<file path="src/rtl/arc4_pkg.sv">
// Shared definitions for the ARC4 key-search plaintext checker:
// widths, the printable-ASCII window and the checker state encoding.
package arc4_pkg;
  localparam int unsigned KEY_W = 24;
  localparam int unsigned ATT_W = 24;
  localparam logic [7:0]  PRINT_LO = 8'h20;
  localparam logic [7:0]  PRINT_HI = 8'h7E;

  typedef enum logic [2:0] {
    ST_IDLE,
    ST_LEN,
    ST_SCAN,
    ST_PASS,
    ST_FAIL
  } pt_state_e;
endpackage

</file>
<file path="src/rtl/pt_check_if.sv">
// Candidate/plaintext input bus and verdict outputs of pt_check.
interface pt_check_if;
  import arc4_pkg::*;

  logic             start;
  logic [KEY_W-1:0] cand_key;
  logic             pt_wren;
  logic [7:0]       pt_addr;
  logic [7:0]       pt_wrdata;
  logic             busy;
  logic             checked;
  logic             found;
  logic             resume;
  logic [KEY_W-1:0] key_out;
  logic [ATT_W-1:0] attempts;

  modport master (
    output start, cand_key, pt_wren, pt_addr, pt_wrdata,
    input  busy, checked, found, resume, key_out, attempts
  );

  modport slave (
    input  start, cand_key, pt_wren, pt_addr, pt_wrdata,
    output busy, checked, found, resume, key_out, attempts
  );
endinterface

</file>
<file path="src/rtl/pt_check.sv">
// Checks a decrypted message (length byte at index 0, then L bytes) for
// printable ASCII; accepts the candidate key or requests the next one.
module pt_check
  import arc4_pkg::*;
(
  input logic      clk,
  input logic      rst,
  pt_check_if.slave bus
);

  pt_state_e        state_q, state_d;
  logic             busy_q, busy_d;
  logic             checked_q, checked_d;
  logic             found_q, found_d;
  logic             resume_q, resume_d;
  logic [KEY_W-1:0] key_q, key_d;
  logic [ATT_W-1:0] attempts_q, attempts_d;
  logic [7:0]       len_q, len_d;
  logic [7:0]       idx_q, idx_d;

  logic printable;
  logic do_pass;
  logic do_fail;

  assign printable = (bus.pt_wrdata >= PRINT_LO) && (bus.pt_wrdata <= PRINT_HI);

  // Verdict outputs are registered on the deciding edge, so the PASS/FAIL
  // state cycle coincides with the checked pulse.
  always_comb begin
    state_d    = state_q;
    busy_d     = busy_q;
    checked_d  = 1'b0;
    resume_d   = 1'b0;
    found_d    = found_q;
    key_d      = key_q;
    attempts_d = attempts_q;
    len_d      = len_q;
    idx_d      = idx_q;
    do_pass    = 1'b0;
    do_fail    = 1'b0;

    if (bus.start) begin
      state_d = ST_LEN;
      key_d   = bus.cand_key;
      found_d = 1'b0;
      busy_d  = 1'b1;
    end else begin
      case (state_q)
        ST_LEN: begin
          if (bus.pt_wren) begin
            if (bus.pt_addr == 8'd0) begin
              len_d = bus.pt_wrdata;
              idx_d = 8'd1;
              if (bus.pt_wrdata == 8'd0) do_pass = 1'b1;
              else                       state_d = ST_SCAN;
            end else begin
              do_fail = 1'b1;
            end
          end
        end
        ST_SCAN: begin
          if (bus.pt_wren) begin
            if ((bus.pt_addr != idx_q) || !printable) do_fail = 1'b1;
            else if (bus.pt_addr == len_q)           do_pass = 1'b1;
            else                                      idx_d = idx_q + 8'd1;
          end
        end
        ST_PASS, ST_FAIL: state_d = ST_IDLE;
        default:          state_d = ST_IDLE;
      endcase

      if (do_pass) begin
        state_d   = ST_PASS;
        checked_d = 1'b1;
        found_d   = 1'b1;
        busy_d    = 1'b0;
      end
      if (do_fail) begin
        state_d   = ST_FAIL;
        checked_d = 1'b1;
        resume_d  = 1'b1;
        busy_d    = 1'b0;
        if (attempts_q != '1) attempts_d = attempts_q + 1'b1;
      end
    end
  end

  always_ff @(posedge clk or posedge rst) begin
    if (rst) begin
      state_q    <= ST_IDLE;
      busy_q     <= 1'b0;
      checked_q  <= 1'b0;
      found_q    <= 1'b0;
      resume_q   <= 1'b0;
      key_q      <= '0;
      attempts_q <= '0;
      len_q      <= '0;
      idx_q      <= '0;
    end else begin
      state_q    <= state_d;
      busy_q     <= busy_d;
      checked_q  <= checked_d;
      found_q    <= found_d;
      resume_q   <= resume_d;
      key_q      <= key_d;
      attempts_q <= attempts_d;
      len_q      <= len_d;
      idx_q      <= idx_d;
    end
  end

  assign bus.busy     = busy_q;
  assign bus.checked  = checked_q;
  assign bus.found    = found_q;
  assign bus.resume   = resume_q;
  assign bus.key_out  = key_q;
  assign bus.attempts = attempts_q;

endmodule

</file>
<file path="src/flat_wrapper.sv">
// flat-port wrapper written by rule: the top's interface ports become plain ports
module pt_check_flat import arc4_pkg::*;
  (clk, rst, bus_start, bus_cand_key, bus_pt_wren, bus_pt_addr, bus_pt_wrdata, bus_busy, bus_checked, bus_found, bus_resume, bus_key_out, bus_attempts);
  pt_check_if bus_i ();
  input logic clk;
  input logic rst;
  input wire logic [$bits(bus_i.start)-1:0] bus_start;
  input wire logic [$bits(bus_i.cand_key)-1:0] bus_cand_key;
  input wire logic [$bits(bus_i.pt_wren)-1:0] bus_pt_wren;
  input wire logic [$bits(bus_i.pt_addr)-1:0] bus_pt_addr;
  input wire logic [$bits(bus_i.pt_wrdata)-1:0] bus_pt_wrdata;
  output wire logic [$bits(bus_i.busy)-1:0] bus_busy;
  output wire logic [$bits(bus_i.checked)-1:0] bus_checked;
  output wire logic [$bits(bus_i.found)-1:0] bus_found;
  output wire logic [$bits(bus_i.resume)-1:0] bus_resume;
  output wire logic [$bits(bus_i.key_out)-1:0] bus_key_out;
  output wire logic [$bits(bus_i.attempts)-1:0] bus_attempts;
  assign bus_i.start = bus_start;
  assign bus_i.cand_key = bus_cand_key;
  assign bus_i.pt_wren = bus_pt_wren;
  assign bus_i.pt_addr = bus_pt_addr;
  assign bus_i.pt_wrdata = bus_pt_wrdata;
  assign bus_busy = bus_i.busy;
  assign bus_checked = bus_i.checked;
  assign bus_found = bus_i.found;
  assign bus_resume = bus_i.resume;
  assign bus_key_out = bus_i.key_out;
  assign bus_attempts = bus_i.attempts;
  pt_check u_core (.clk(clk), .rst(rst), .bus(bus_i));
endmodule
</file>
<file path="config.mk">
export PLATFORM = sky130hd
export DESIGN_NAME = pt_check_flat
export DESIGN_NICKNAME = d
export VERILOG_FILES = /design/src/rtl/arc4_pkg.sv /design/src/rtl/pt_check_if.sv /design/src/rtl/pt_check.sv /design/src/flat_wrapper.sv
export SDC_FILE = /design/constraint.sdc
export NUM_CORES = 1
export LEC_CHECK = 0
export ABC_AREA = 0
export CAP_MARGIN = 10
export CORE_MARGIN = 5
export CORE_UTILIZATION = 52
export DETAILED_ROUTE_END_ITERATION = 10
export DONT_BUFFER_PORTS = 1
export PLACE_DENSITY = 0.77
export SLEW_MARGIN = 25
export SYNTH_ARGS = -nofsm -noshare
export SYNTH_HDL_FRONTEND = slang
export SYNTH_SLANG_ARGS = --single-unit
</file>
<file path="constraint.sdc">
create_clock -name clk -period 3.05 [get_ports clk]
set_input_delay 0.7625 -clock clk [delete_from_list [all_inputs] [get_ports clk]]
set_output_delay 0.7625 -clock clk [all_outputs]
set_load 0.01 [all_outputs]
</file>
==> results.md <==
- Grt ovf: 0
- Reg clk slew, reported paths: approximately 80 ps
- Synth Cell Area: 3320 µm²
- Starting DRT DRC Count: 107
- First-pass GRT wire length: approximately 12 mm
- Fill count: about 540
- Register area share after synthesis: 0.536
- Max VDD drop: 0.315 mV
- Tmin final: 2630 ps
- IO Count: 96
- Die extent in y: 89.9 µm
- Cell taking the most area after synthesis: dfrtp_1
- Worst rel slew slack: 0.493
- Share of layout cells above drive strength 1: 0.196
- Nets@finish: about 350
- Post-CTS sizing: 0
- Final Max Slew Viols: 0
- Setup Buffers After CTS: 0
- Synth Instances: 294
- Antenna viol nets, final: 0
- Residual DRC count: 0
- Hold Buf Count CTS: 0
- DR pass1 iterations: 4
- Post-synth EDFFs: 0
- Endpoint class of the critical path: flip-flop
- Crit path max fanout: 17
- Status: complete, no violations
- Synthesis-to-layout area growth: 9.62%
- WP data arrival: 2850 ps
- Gr usage total: 0.175
- Area share of the largest cell type after synthesis: 0.536
- Static leakage: 1.58 nW
- Final setup viols: 0
- Total wire length: 7.02 mm
- Worst-Margin Slew: 758 ps
- Average size of a mapped cell: 11.3 µm²
- ANT cells: 0
- Worst setup SP type: flip-flop
- Max-Cap Viols: 0
- Dominant cells by area after synthesis: dfrtp_1 (54%), mux2_2 (8.5%), xnor2_1 (6.9%), nand2_1 (4.2%), xor2_1 (3.4%)
- HPWL after detailed placement: about 5.2 mm
- RSZ-0062 raised after global routing: no
- Sum of negative setup slack: 0 ps
- Flops & latches, synth: 71
- Root Buffer: clkbuf_8
- Num CTS Buffers: 9
- CTS tree: yes
- Largest net degree at the start of global routing: between 50 and 60
- Top_reg_cell synth: dfrtp_1
- Most frequent cells after synthesis: dfrtp_1 (71), nand2_1 (37), xnor2_1 (26)
- Vias in the first global route: roughly 2,300
- Drt wl/cell: between 15 and 20 µm
- # rows: 29
- Total chip power: 2.05 mW
- Total power per unit cell area: approximately 560 nW/µm²
- Fmax: about 380 MHz
- Clk_skew: 10.1 ps
- Worst Setup Path Type: flip-flop to flip-flop
- Hold Violations, Final: 0
- Die W: about 90 µm
- Initial antenna violation count: 0
- Critical Path RT: 3270 ps
- Die area: about 8000 µm²
- Fin crit share: 0.864
- CTS H-tree lvls: 3
- Top-count cell post-synth: dfrtp_1
- Synth Warn #: 0
- Total number of vias: 2,254
- Async SR Flop Fraction: 1.00
- Netlist cell types: 43
- Initial core utilization: 0.528
- Final GP Congestion: 0.893
- PortBufs: 0
- Hold crit path type: input port to async pin
- Net Count, Synth: 340
- Post-DR vias/cell: 5.89
- Clock Latency Late Sink: 340 ps
- Clock sinks: 71
- Core area: 6280 µm²
- CTS max path bufs: 2
-- stage by stage --
step           instances  instance area (µm²)  setup WS, ps  utilization  hold slack [ps]
6_report             383                 3640           416        0.579              302
5_1_grt              383                 3640           244        0.579              327
4_1_cts              383                 3630           194        0.578              305
3_5_place_dp         367                 3420           194        0.545              483
3_3_place_gp         367                 3420           264        0.545              479
2_1_floorplan        294                 3320           491            -              466
-- final timing paths --
check,startpoint,endpoint,slack (ps),cells after the start
min,rst,u_core.bus.attempts[13],300,1
min reg2reg,u_core.len_q[6],u_core.len_q[6],500,2
max reg2reg,u_core.state_q[2],u_core.bus.attempts[5],420,7
max,u_core.state_q[2],u_core.bus.attempts[5],420,7
max in group asynchronous,rst,u_core.bus.attempts[23],2130,2
min in group clk,bus_start,u_core.state_q[1],490,1
-- per-layer routing --
metal,vias to the layer above,track usage,wire [µm]
li1,1061,-,-
met1,1115,0.210,2970
met2,65,0.284,3420
met5,-,0,0
met3,13,0.0626,488
met4,0,0.0744,139
-- cell usage in the layout, fill, tap and decap left out, types with 2 or more instances in the layout --
cell | synthesis | final
nand4_1 | 15 | 15
mux2_2 | 25 | 25
or3_1 | 3 | 3
and4_1 | 5 | 5
ha_1 | 2 | 2
xnor2_1 | 26 | 26
nor2_1 | 7 | 7
and3_1 | 9 | 9
nand3_1 | 16 | 16
clkbuf_8 | 0 | 10
nor3b_1 | 2 | 2
nor4_2 | 2 | 2
nor2b_1 | 2 | 2
nand2_1 | 37 | 37
dfrtp_1 | 71 | 71
nor3_1 | 2 | 2
or3_2 | 3 | 3
inv_1 | 3 | 2
o21ai_0 | 9 | 9
a21oi_1 | 9 | 9
clkinvlp_4 | 0 | 2
xor2_1 | 13 | 13
buf_4 | 0 | 5
nor4_1 | 4 | 4
-- final cells by class --
| class | instances | area (µm²) | share of cell area |
|---|---|---|---|
| Clock buffer | 10 | 138 | 0.0379 |
| Timing Repair Buffer | 6 | 57.6 | 0.0158 |
| Sequential cell | 71 | 1780 | 0.489 |
| Tap cell | 77 | 96.3 | 0.0265 |
| Multi-Input combinational cell | 210 | 1490 | 0.409 |
| Inverter | 3 | 11.3 | 0.00310 |
| Clock inverter | 6 | 67.6 | 0.0186 |
-- flip-flops by register name, indices dropped and copies added (netlist names) --
register	count
u_core.state_q	3
u_core.bus.key_out	24
u_core.bus.attempts	24
u_core.len_q	8
u_core.bus.resume	1
u_core.bus.checked	1
u_core.idx_q	8
u_core.bus.busy	1
u_core.bus.found	1
-- logic make-up after synthesis --
kind of cell,Yosys count,share of synthesized area
AND/OR/NAND/NOR,115,0.193
flip-flops,71,0.536
XOR/XNOR,39,0.103
AO/OA/AOI/OAI,28,0.0551
multiplexers,26,0.0879
buffers and inverters,13,0.0177
adder cells (fa/ha/maj),2,0.00754
-- worst max-delay path, stage by stage (launching register included) --
cell,delay [ps]
dfrtp_1,410
or3b_2,510
a21oi_1,140
o21ai_0,210
a211oi_4,720
buf_4,270
nand3_1,100
xnor2_1,150
-- where the power goes --
part	total (mW)	internal, mW	switching [mW]
Sequential	1.13	1.01	0.115
Clock	0.771	0.403	0.368
Combinational	0.156	0.0810	0.0754
Note: power is estimated with default switching activity, not from simulation.
